$ cat config.mk
export PLATFORM = sky130hd
export DESIGN_NAME = wb_unit
export DESIGN_NICKNAME = d
export VERILOG_FILES = /design/src/rtl/asip_pkg.sv /design/src/rtl/wb_lq_fifo.sv /design/src/rtl/wb_unit.sv
export SDC_FILE = /design/constraint.sdc
export NUM_CORES = 1
export LEC_CHECK = 0
export ABC_CLOCK_PERIOD_IN_PS = 5500
export CORE_MARGIN = 2
export CORE_UTILIZATION = 45
export CTS_CLUSTER_SIZE = 40
export DETAILED_ROUTE_END_ITERATION = 8
export PLACE_DENSITY = 0.69
export SYNTH_ARGS = -nofsm -noshare
export SYNTH_HDL_FRONTEND = slang
export SYNTH_SLANG_ARGS = --single-unit
$ cat constraint.sdc
create_clock -name clk -period 5.5 [get_ports clk]
set_clock_uncertainty 0.1 [all_clocks]
set_input_delay 1.1 -clock clk [delete_from_list [all_inputs] [get_ports clk]]
set_output_delay 1.1 -clock clk [all_outputs]
set_load 0.005 [all_outputs]
$ cat src/rtl/asip_pkg.sv
// rtl/asip_pkg.sv - shared widths and the writeback entry type for the ASIP datapath
package asip_pkg;
  localparam int DATA_W = 18;
  localparam int ADDR_W = 4;
  localparam logic [ADDR_W-1:0] PC_REG = 4'd15;

  typedef struct packed {
    logic [ADDR_W-1:0] rd;
    logic [DATA_W-1:0] data;
  } wb_entry_t;
endpackage

$ cat src/rtl/wb_lq_fifo.sv
// rtl/wb_lq_fifo.sv - load-response FIFO of writeback entries
module wb_lq_fifo
  import asip_pkg::*;
#(
  parameter int LQ_DEPTH = 4,
  parameter int PTR_W    = $clog2(LQ_DEPTH)
) (
  input  logic             clk,
  input  logic             rst_n,
  input  logic             push,
  input  wb_entry_t        push_entry,
  input  logic             pop,
  output wb_entry_t        head,
  output logic [PTR_W:0]   count,
  output logic             full,
  output logic             empty
);
  wb_entry_t        mem_q [LQ_DEPTH];
  wb_entry_t        mem_d [LQ_DEPTH];
  logic [PTR_W-1:0] wr_ptr_q, wr_ptr_d;
  logic [PTR_W-1:0] rd_ptr_q, rd_ptr_d;
  logic [PTR_W:0]   count_q, count_d;
  logic             do_push, do_pop;

  assign full    = (count_q == (PTR_W+1)'(LQ_DEPTH));
  assign empty   = (count_q == '0);
  assign count   = count_q;
  assign head    = mem_q[rd_ptr_q];
  assign do_push = push && !full;
  assign do_pop  = pop && !empty;

  always_comb begin
    mem_d    = mem_q;
    wr_ptr_d = wr_ptr_q;
    rd_ptr_d = rd_ptr_q;
    count_d  = count_q;
    if (do_push) begin
      mem_d[wr_ptr_q] = push_entry;
      wr_ptr_d        = wr_ptr_q + 1'b1;
    end
    if (do_pop) begin
      rd_ptr_d = rd_ptr_q + 1'b1;
    end
    // Pointers wrap naturally because the depth is a power of two.
    if (do_push && !do_pop) begin
      count_d = count_q + 1'b1;
    end else if (do_pop && !do_push) begin
      count_d = count_q - 1'b1;
    end
  end

  always_ff @(posedge clk or negedge rst_n) begin
    if (!rst_n) begin
      for (int i = 0; i < LQ_DEPTH; i++) begin
        mem_q[i] <= '0;
      end
      wr_ptr_q <= '0;
      rd_ptr_q <= '0;
      count_q  <= '0;
    end else begin
      mem_q    <= mem_d;
      wr_ptr_q <= wr_ptr_d;
      rd_ptr_q <= rd_ptr_d;
      count_q  <= count_d;
    end
  end
endmodule

$ cat src/rtl/wb_unit.sv
// rtl/wb_unit.sv - writeback unit: merges ALU results and load responses onto the
// register-file write port, redirects R15 writes to the PC, tracks pending loads.
module wb_unit
  import asip_pkg::*;
#(
  parameter int LQ_DEPTH = 4
) (
  input  logic              clk,
  input  logic              rst_n,
  input  logic              alu_valid,
  input  logic [ADDR_W-1:0] alu_rd,
  input  logic [DATA_W-1:0] alu_data,
  input  logic              ld_issue,
  input  logic [ADDR_W-1:0] ld_issue_rd,
  input  logic              ld_valid,
  output logic              ld_ready,
  input  logic [ADDR_W-1:0] ld_rd,
  input  logic [DATA_W-1:0] ld_data,
  output logic              we3,
  output logic [ADDR_W-1:0] wa3,
  output logic [DATA_W-1:0] wd3,
  output logic              pc_we,
  output logic [DATA_W-1:0] pc_wd,
  output logic [14:0]       busy,
  output logic              lq_ovf
);
  localparam int PTR_W = $clog2(LQ_DEPTH);

  logic              we3_q, we3_d;
  logic [ADDR_W-1:0] wa3_q, wa3_d;
  logic [DATA_W-1:0] wd3_q, wd3_d;
  logic              pc_we_q, pc_we_d;
  logic [DATA_W-1:0] pc_wd_q, pc_wd_d;
  logic [14:0]       busy_q, busy_d;
  logic              lq_ovf_q, lq_ovf_d;

  wb_entry_t      push_entry, head, sel;
  logic [PTR_W:0] lq_count;
  logic           lq_full, lq_empty;
  logic           push, pop, sel_valid;

  assign ld_ready   = !lq_full;
  assign push       = ld_valid && ld_ready;
  assign pop        = !alu_valid && !lq_empty;
  assign push_entry = '{rd: ld_rd, data: ld_data};

  wb_lq_fifo #(.LQ_DEPTH(LQ_DEPTH)) u_lq (
    .clk        (clk),
    .rst_n      (rst_n),
    .push       (push),
    .push_entry (push_entry),
    .pop        (pop),
    .head       (head),
    .count      (lq_count),
    .full       (lq_full),
    .empty      (lq_empty)
  );

  always_comb begin
    sel       = alu_valid ? '{rd: alu_rd, data: alu_data} : head;
    sel_valid = alu_valid || !lq_empty;
    we3_d     = 1'b0;
    wa3_d     = wa3_q;
    wd3_d     = wd3_q;
    pc_we_d   = 1'b0;
    pc_wd_d   = pc_wd_q;
    if (sel_valid) begin
      if (sel.rd == PC_REG) begin
        pc_we_d = 1'b1;
        pc_wd_d = sel.data;
      end else begin
        we3_d = 1'b1;
        wa3_d = sel.rd;
        wd3_d = sel.data;
      end
    end
  end

  // Clear before set so an issue to the register being popped keeps it busy.
  always_comb begin
    busy_d = busy_q;
    if (pop && head.rd != PC_REG) begin
      busy_d[head.rd] = 1'b0;
    end
    if (ld_issue && ld_issue_rd != PC_REG) begin
      busy_d[ld_issue_rd] = 1'b1;
    end
    lq_ovf_d = lq_ovf_q || (ld_valid && !ld_ready);
  end

  always_ff @(posedge clk or negedge rst_n) begin
    if (!rst_n) begin
      we3_q    <= 1'b0;
      wa3_q    <= '0;
      wd3_q    <= '0;
      pc_we_q  <= 1'b0;
      pc_wd_q  <= '0;
      busy_q   <= '0;
      lq_ovf_q <= 1'b0;
    end else begin
      we3_q    <= we3_d;
      wa3_q    <= wa3_d;
      wd3_q    <= wd3_d;
      pc_we_q  <= pc_we_d;
      pc_wd_q  <= pc_wd_d;
      busy_q   <= busy_d;
      lq_ovf_q <= lq_ovf_d;
    end
  end

  assign we3    = we3_q;
  assign wa3    = wa3_q;
  assign wd3    = wd3_q;
  assign pc_we  = pc_we_q;
  assign pc_wd  = pc_wd_q;
  assign busy   = busy_q;
  assign lq_ovf = lq_ovf_q;
endmodule

==> impl_metrics.toml, run 1 <==
[global_route]
grt_pass1_vias = 4239
antenna_found_initial = 0
grt_max_degree = 114
grt_first_pass_wirelength_um = 23000
grt_overflow = 0
grt_use_total_pct = 18.8

[yosys]
yosysMostFrequentCell = "dfrtp_1"
synthMuxAreaShare_pct = 32.2
yosysUniqueCellTypes = 35
syn_area_sq_mm = 0.00672
synth_seq_cells = 153
yosysSeqAreaShare_pct = 56.9
synth_top_area_share_pct = 56.9
synth_top_family_by_area = "multiplexers"
synth_simple_gate_area_share_pct = 3.20
yosys_warnings = 0
synth-edff-count = 0
synthArstFlopShare_pct = 100
synth_fa_ha_area_share_pct = 1.23
syn_inst = 430
synthTopCellsByCount = "dfrtp_1 (153), mux2_2 (134), mux4_2 (22)"
synthFlopType = "dfrtp_1"
syn_avg_cell_area_sq_um = 15.6
synthesis.nets = 489
synth_xor_area_share_pct = 0.782
yosysTopAreaCell = "dfrtp_1"
synth_compound_area_share_pct = 3.29
synthTopCellsByArea = "dfrtp_1 (57%), mux2_2 (22%), mux4_2 (7.4%), mux2_4 (2.0%), o21ai_0 (1.4%)"

[layout]
area_growth_pct = 27.8
layout.nets = 605
diodes = 0
stdcell_count = 743
drive_gt1_share_pct = 38.8

[drt]
drc = 0
drtPass1Iterations = 6
drtIter0Drc = 130
wl_per_cell_um = 18.6
drt_wl_total_um = 13800
via_per_inst = 5.35
vias = 3973
antenna_left = 0

[timing]
fin_crit_ns = 2.93
hold_viol = 0
maxSlewHeadroom_pct = 30.9
slew_violations = 0
rsz0062_at_grt = "no"
tightest_slew_ns = 1.04
max_freq_mhz = 341
fin_setup_tns_ns = 0
fin_crit_sh_pct = 53.3
setup_viol = 0

[setup_path]
crit_family = "buffers and inverters"
cp_slowest_cell = "clkdlybuf4s50_1"
cp_max_fo = 4
cpPeakStageDelay_ns = 0.45
worstPathCellList = "nor3b_1 -> inv_1 -> clkdlybuf4s50_1"
crit_arrival_ns = 1.73
crit_path_start_kind = "flop"
cp.required_ns = 4.30
r2r_start = "u_lq.rd_ptr_q[0]"
startpoint = "u_lq.count[0]"
path_buf_inv = 2
worstSetupPathType = "flop to output port"
crit_path_end_kind = "output port"

[die]
ios = 112
die_h_um = 126
core_area_sq_mm = 0.0146
dieArea_sq_mm = 0.0159
std_cell_rows = 44
die_w_um = 126
start_util_pct = 46.1

[min_path]
min_path_type = "flop to flop"
hold_path.startpoint = "lq_ovf"

[clocking]
clock_latency_ns = 0.42
cts_root_buf = "clkbuf_16"
postCtsHoldBufs = 0
post_cts_buffers = 0
cts_max_level = 4
cts_made_buffers = 17
clk_path_buf_depth = 2
cts_tree = "built"
cts_resized = 0
cts.sinks = 153
clkTransAtPathRegs_ns = 0.06

[pwr]
peakVddDrop_uv = 255
switching_share_pct = 28.6
p_seq_share_pct = 39.0
p_total_uw = 5300
combPwrFrac_pct = 38.4
p_int_uw = 3780
power_frac_clock_pct = 22.6
p_sw_uw = 1510
power.density_mw_per_mm2 = 616
p_leak_uw = 0.00361

[status]
status = "completed"

[place]
placedCellCount = 711
dp_hpwl_um = 8840
io_buffers = 111
place.gp.congestion = 0.796

[job]
max_cap_violations = 0
routing by layer:
| layer | routed length (um) | vias up | GRT usage (%) |
|---|---|---|---|
| li1 | - | 1805 | - |
| met1 | 6400 | 2051 | 25.3 |
| met2 | 6530 | 97 | 29.7 |
| met3 | 617 | 20 | 4.84 |
| met4 | 265 | 0 | 6.72 |
| met5 | 0 | - | 0 |
path summary, 6_finish.rpt:
check,endpoint,slack [ns],cells after the start
max in group asynchronous,busy[11],3.52,2
max,ld_ready,2.57,3
min,lq_ovf,0.36,1
max reg2reg,pc_wd[8],2.63,5
min reg2reg,lq_ovf,0.36,1
min in group asynchronous,busy[0],0.69,1
per-stage QoR:
stage	setup slack [ns]	hold WS, ns	util [%]	area, sq um
final	2.57	0.357	58.9	8590
after global routing	2.46	0.389	58.9	8590
after CTS	2.54	0.364	58.9	8590
after detailed placement	2.18	0.348	54.7	7980
after global placement	2.26	0.341	54.7	7980
after floorplan	2.86	0.351	-	6720
layout by cell type, fill, tap and decap left out, types with 4 or more instances in the layout:
cell type and n:
o21ai_1 12, buf_4 7, clkinv_2 5, dfrtp_1 152, nand2_1 8, o21ai_0 19, inv_1 6, nand2b_1 8
clkbuf_16 17, mux2_2 134, mux2_4 9, xnor2_1 4, ha_1 5, clkdlybuf4s50_1 109, mux4_2 22
worst reg2reg max path: cells and delay by family (launching register included):
family          cells  cell delay [ns]
buf+inv             1             0.34
mux                 2             1.09
simple gates        1             0.17
compound gates      1             0.13
flops               1             0.94
registers in the layout (all words and copies together), names as in the netlist:
name / flops
u_lq.count: 3
u_lq.rd_ptr_q: 2
we3: 1
pc_wd: 18
wd3: 18
u_lq.mem_q: 88
wa3: 4
pc_we: 1
busy: 15
lq_ovf: 1
u_lq.wr_ptr_q: 2
cell type report:
class	count	area, sq um
Clock buffer	20	467
Sequential cell	153	3830
Inverter	6	22.5
Clock inverter	12	148
Tap cell	184	230
Multi-Input combinational cell	250	2730
Timing Repair Buffer	118	1160
Fill cell	1151	6000
power groups by stage:
stage / registers, uW / clock network (uW) / logic, uW
final: 2060 / 1200 / 2030
after global routing: 2160 / 1270 / 2210
after CTS: 2070 / 1220 / 2070
after detailed placement: 2090 / 0 / 2060
after global placement: 2050 / 0 / 2000
after floorplan: 1950 / 0 / 1370
logic make-up (layout without fill, tap and decap cells):
logic type,Yosys count,count (layout)
xor+xnor,6,6
flops,153,153
simple gates,34,34
compound gates,37,37
mux,167,167
buf+inv,27,156
fa+ha+maj,6,6
Note: power is estimated with default switching activity, not from simulation.
==> inputs of run 2 (changes only) <==
- ABC_CLOCK_PERIOD_IN_PS: 5500 -> 2700
- clock period: 5.5 -> 2.7 ns (I/O delays scaled with it)
==> run 2 against run 1 <==
  * Total power increased by 100%
  * Combinational power increased by 120%
  * Global-route usage increased by 0.15 points
  * Wire length increased by 2.7%
  * First-iteration DRC count increased by 22%
  * Sequential cell count unchanged
  * Via count increased by 1.2%
  * Clock-buffer cell count increased by 3
  * Highest routed layer unchanged
==> impl_metrics.toml, run 2 (same netlist as run 1, synthesis figures left out) <==
[setup_path]
crit_family = "simple AND/OR/NAND/NOR gates"
path_buf_inv = 2
crit_path_end_kind = "flop"
worstSetupPathType = "flop to flop"
cp_max_fo = 6
cpPeakStageDelay_ns = 0.52
cp.required_ns = 2.93
worstPathCellList = "nor3_1 -> nor2_1 -> inv_1 -> ha_1 -> inv_1 -> fa_1 -> xor2_1 -> nor2_1 -> xor2_1"
cp_slowest_cell = "nor3_1"
crit_arrival_ns = 2.72
crit_path_start_kind = "flop"

[pwr]
p_total_uw = 10700
peakVddDrop_uv = 593
power.density_mw_per_mm2 = 1230
p_leak_uw = 0.00366

[timing]
hold_viol = 0
fin_crit_sh_pct = 92.3
fin_crit_ns = 2.49
tightest_slew_ns = 0.646
setup_slack_ns = 0.207
maxSlewHeadroom_pct = 56.9
fin_setup_tns_ns = 0
max_freq_mhz = 401
slew_violations = 0
rsz0062_at_grt = "no"
setup_viol = 0

[clocking]
cts_made_buffers = 17
postCtsHoldBufs = 0
clock_latency_ns = 0.42
clkTransAtPathRegs_ns = 0.06
cts_root_buf = "clkbuf_16"
cts_max_level = 4
clk_path_buf_depth = 2
cts_tree = "built"
cts_resized = 0
cts.sinks = 153
post_cts_buffers = 0

[drt]
wl_met1_um = 6340
drtIter0Drc = 159
wl_met2_um = 6900
met3WireLength_um = 794
drt_wl_total_um = 14200
antenna_left = 0
drtPass1Iterations = 4
wl_per_cell_um = 18.8
drc = 0
vias = 4021
topRoutingLayerUsed = "met4"
via_per_inst = 5.34

[global_route]
grt_pass1_vias = 4414
grt_use_total_pct = 18.9
grt_overflow = 0
grt_max_degree = 67
antenna_found_initial = 0
grt_first_pass_wirelength_um = 23300

[place]
io_buffers = 111
placedCellCount = 721
place.gp.congestion = 0.803
pre_cts_ws_ns = 0.158
dp_hpwl_um = 9730

[layout]
layout.nets = 615
largest_register_ffs = 88
final_cell_mix = "dfrtp_1 (152), mux2_2 (134), clkdlybuf4s50_1 (109)"
drive_gt1_share_pct = 39.4
regMostFlops = "u_lq.mem_q"
stdcell_count = 753
area_growth_pct = 28.7
diodes = 0
nFillCells = 1109
mostFrequentLayoutCell = "dfrtp_1"

[die]
start_util_pct = 46.1
ios = 112
core_area_sq_mm = 0.0146
std_cell_rows = 44
die_h_um = 126
die_w_um = 126
dieArea_sq_mm = 0.0159

[status]
status = "completed"

[min_path]
min_path_type = "primary input to asynchronous set/reset pin"

[job]
max_cap_violations = 0
## run 2: path summary, 6_finish.rpt
| path | from | end | slack (ns) | depth (start not counted) |
|---|---|---|---|---|
| worst max-delay path | u_lq.count[0] | u_lq.count[2] | 0.21 | 9 |
| worst min-delay path | rst_n | busy[4] | 0.03 | 1 |
| worst max register to register | u_lq.count[0] | u_lq.count[2] | 0.21 | 9 |
| worst min register to register | lq_ovf | lq_ovf | 0.35 | 1 |
| max in group asynchronous | rst_n | u_lq.mem_q[51] | 1.79 | 2 |
| min in group clk | lq_ovf | lq_ovf | 0.35 | 1 |
## run 2: worst register-to-register path, stage by stage, from the launching register on
cell	delay (ns)
dfrtp_1	0.44
nor3_1	0.52
nor2_1	0.12
inv_1	0.11
ha_1	0.20
inv_1	0.07
fa_1	0.38
xor2_1	0.15
nor2_1	0.12
xor2_1	0.20
## run 2: layout make-up
cell class                 count  area, sq um  share of cell area, %
sequential                   153         3830                   44.3
multi-input combinational    250         2730                   31.6
timing repair buffer         128         1280                   14.9
clock buffer                  23          478                   5.52
tap                          184          230                   2.66
clock inverter                 9         72.6                  0.839
inverter                       6         22.5                  0.260
## run 2: per-layer routing
metal / global-route usage (%) / vias to the layer above
met5: 0 / -
met4: 5.17 / 0
met3: 5.99 / 12
met2: 30.6 / 106
met1: 24.9 / 2070
li1: - / 1833
## run 2: power breakdown
| part | switching (uW) | internal, uW |
|---|---|---|
| Combinational | 1590 | 2780 |
| Clock | 886 | 1330 |
| Sequential | 625 | 3470 |
## run 2: through the flow
step | hold WS [ns] | util [%] | area, sq um
4_1_cts | 0.0431 | 59.3 | 8650
3_3_place_gp | 0.341 | 55.5 | 8100
2_1_floorplan | 0.144 | - | 6720
5_1_grt | 0.0746 | 59.3 | 8650
6_report | 0.0254 | 59.3 | 8650
3_5_place_dp | 0.350 | 55.5 | 8100
==> inputs of run 3 (changes only) <==
- ABC_CLOCK_PERIOD_IN_PS: 2700 -> 2300
- clock period: 2.7 -> 2.3 ns (I/O delays scaled with it)
==> run 3 against run 2 <==
  * Non-clock buffer count increased by 10
  * Wire length decreased by 0.25%
  * Critical path depth decreased by 6
  * Via count increased by 0.90%
  * Sequential power increased by 17%
  * Total power increased by 25%
  * Sequential cell count unchanged
  * Setup slack got worse by 0.14 ns
  * Largest cell class unchanged
  * Worst hold slack improved by 0.29 ns
  * Critical endpoint is now ld_ready
  * Clock-buffer cell count decreased by 4
==> impl_metrics.toml, run 3 (same netlist as run 1, synthesis figures left out) <==
[clocking]
post_cts_buffers = 0
clkTransAtPathRegs_ns = 0.06
cts.sinks = 153
cts_made_buffers = 17
clk_path_buf_depth = 2
cts_max_level = 4
cts_tree = "built"
clock_latency_ns = 0.41
cts_root_buf = "clkbuf_16"

[layout]
regMostFlops = "u_lq.mem_q"
diodes = 0
largest_register_ffs = 88
drive_gt1_share_pct = 40.8
seq_area_sq_mm = 0.00383
layout.nets = 625
stdcell_count = 763
area_growth_pct = 32.5
final_cell_mix = "dfrtp_1 (152), mux2_2 (134), clkdlybuf4s50_1 (109)"
mostFrequentLayoutCell = "dfrtp_1"
design_area_sq_mm = 0.00891
nFillCells = 1072
multi_input_area_sq_mm = 0.00274
utilization_pct = 61.1

[drt]
met3WireLength_um = 662
vias = 4057
via_per_inst = 5.32
wl_per_cell_um = 18.5
drc = 0
antenna_left = 0
wl_met1_um = 6290
wl_met2_um = 6920
topRoutingLayerUsed = "met4"
drt_wl_total_um = 14200
drtPass1Iterations = 4
drtIter0Drc = 146

[setup_path]
rrSetupSlack_ns = 0.10
cp.required_ns = 1.74
crit_path_start_kind = "flop"
startpoint = "u_lq.count[0]"
worstSetupPathType = "flop to output port"
cp_max_fo = 4
crit_path_end_kind = "output port"
r2r_start = "u_lq.rd_ptr_q[0]"
crit_end = "ld_ready"
r2r_end = "wd3[2]"
r2r_cells = 4
crit_arrival_ns = 1.68

[pwr]
p_leak_uw = 0.00379
peakVddDrop_uv = 789
power.density_mw_per_mm2 = 1500

[timing]
maxSlewHeadroom_pct = 70.1
setup_slack_ns = 0.0638
setup_viol = 0
fin_crit_sh_pct = 97.2
rsz0062_at_grt = "no"
tightest_slew_ns = 0.448
fin_crit_ns = 2.24
max_freq_mhz = 447
hold_viol = 0
slew_violations = 0
whs_ns = 0.312

[job]
max_cap_violations = 0

[min_path]
hold_depth = 4
min_path_type = "primary input to flop"

[die]
die_h_um = 126
die_w_um = 126
std_cell_rows = 44
core_area_sq_mm = 0.0146
dieArea_sq_mm = 0.0159
ios = 112
start_util_pct = 46.1

[place]
dpl_cell_area_sq_mm = 0.00821
placedCellCount = 730
io_buffers = 111
dp_hpwl_um = 9780
pre_cts_ws_ns = -0.0595
place.gp.congestion = 0.803

[global_route]
grt_max_degree = 46
grt_pass1_vias = 4376
grt_first_pass_wirelength_um = 23200
grt_use_total_pct = 18.8
antenna_found_initial = 0
grt_overflow = 0

[status]
status = "completed"
## run 3: cell types whose count changed in the layout (fill, tap and decap cells not counted)
cell	delta
clkbuf_1	-2
nor3b_1	-1
clkinv_2	-3
bufinv_16	+6
buf_4	+6
clkinvlp_4	-1
nor3b_2	+1
clkbuf_8	-2
dlygate4sd3_1	+1
clkinv_4	+2
buf_12	+3
## run 3: through the flow
stage          power (uW)  setup TNS (ns)
2_1_floorplan        7960               0
3_3_place_gp         9950               0
3_5_place_dp        10200         -0.0620
4_1_cts             13500               0
5_1_grt             14100               0
6_report            13300               0
## run 3: routing by layer
layer / up-vias / GRT usage, %
li1: 1861 / -
met5: - / 0
met1: 2086 / 24.4
met4: 0 / 7.24
met3: 19 / 4.76
met2: 91 / 30.6
## run 3: final cells by class
cell class / instances / share of cell area (%)
clock buffers: 19 / 4.97
clock inverters: 13 / 2.78
inverters: 6 / 0.253
multi-input cells: 250 / 30.7
flip-flops and latches: 153 / 43.0
well taps: 184 / 2.58
repair buffers: 138 / 15.7
## run 3: power breakdown
part	internal [uW]	total, uW	switching (uW)	leakage (uW)
combinational	3410	5290	1880	0.00163
sequential	4080	4810	733	0.00182
clock	2170	3230	1060	0.000341
## run 3: timing repair
item,4_1_cts,5_1_grt
hold buffers,1,0
endpoints found under the hold margin,41,0
gates resized for setup,1,0
endpoints found under the setup margin,1,0
## run 3: worst min path at each step
stage	to	from	slack, ns
floorplan	busy[0]	rst_n	0.06
global placement	busy[1]	rst_n	0.32
detailed placement	busy[0]	rst_n	0.32
CTS	u_lq.rd_ptr_q[1]	alu_valid	0.30
global route	u_lq.rd_ptr_q[1]	alu_valid	0.33
finish	u_lq.rd_ptr_q[1]	alu_valid	0.31
## run 3: worst max-delay path, cell delays in order, from the launching register on
cell,delay [ns]
dfrtp_1,0.45
nor3b_2,0.29
inv_1,0.08
clkdlybuf4s50_1,0.45
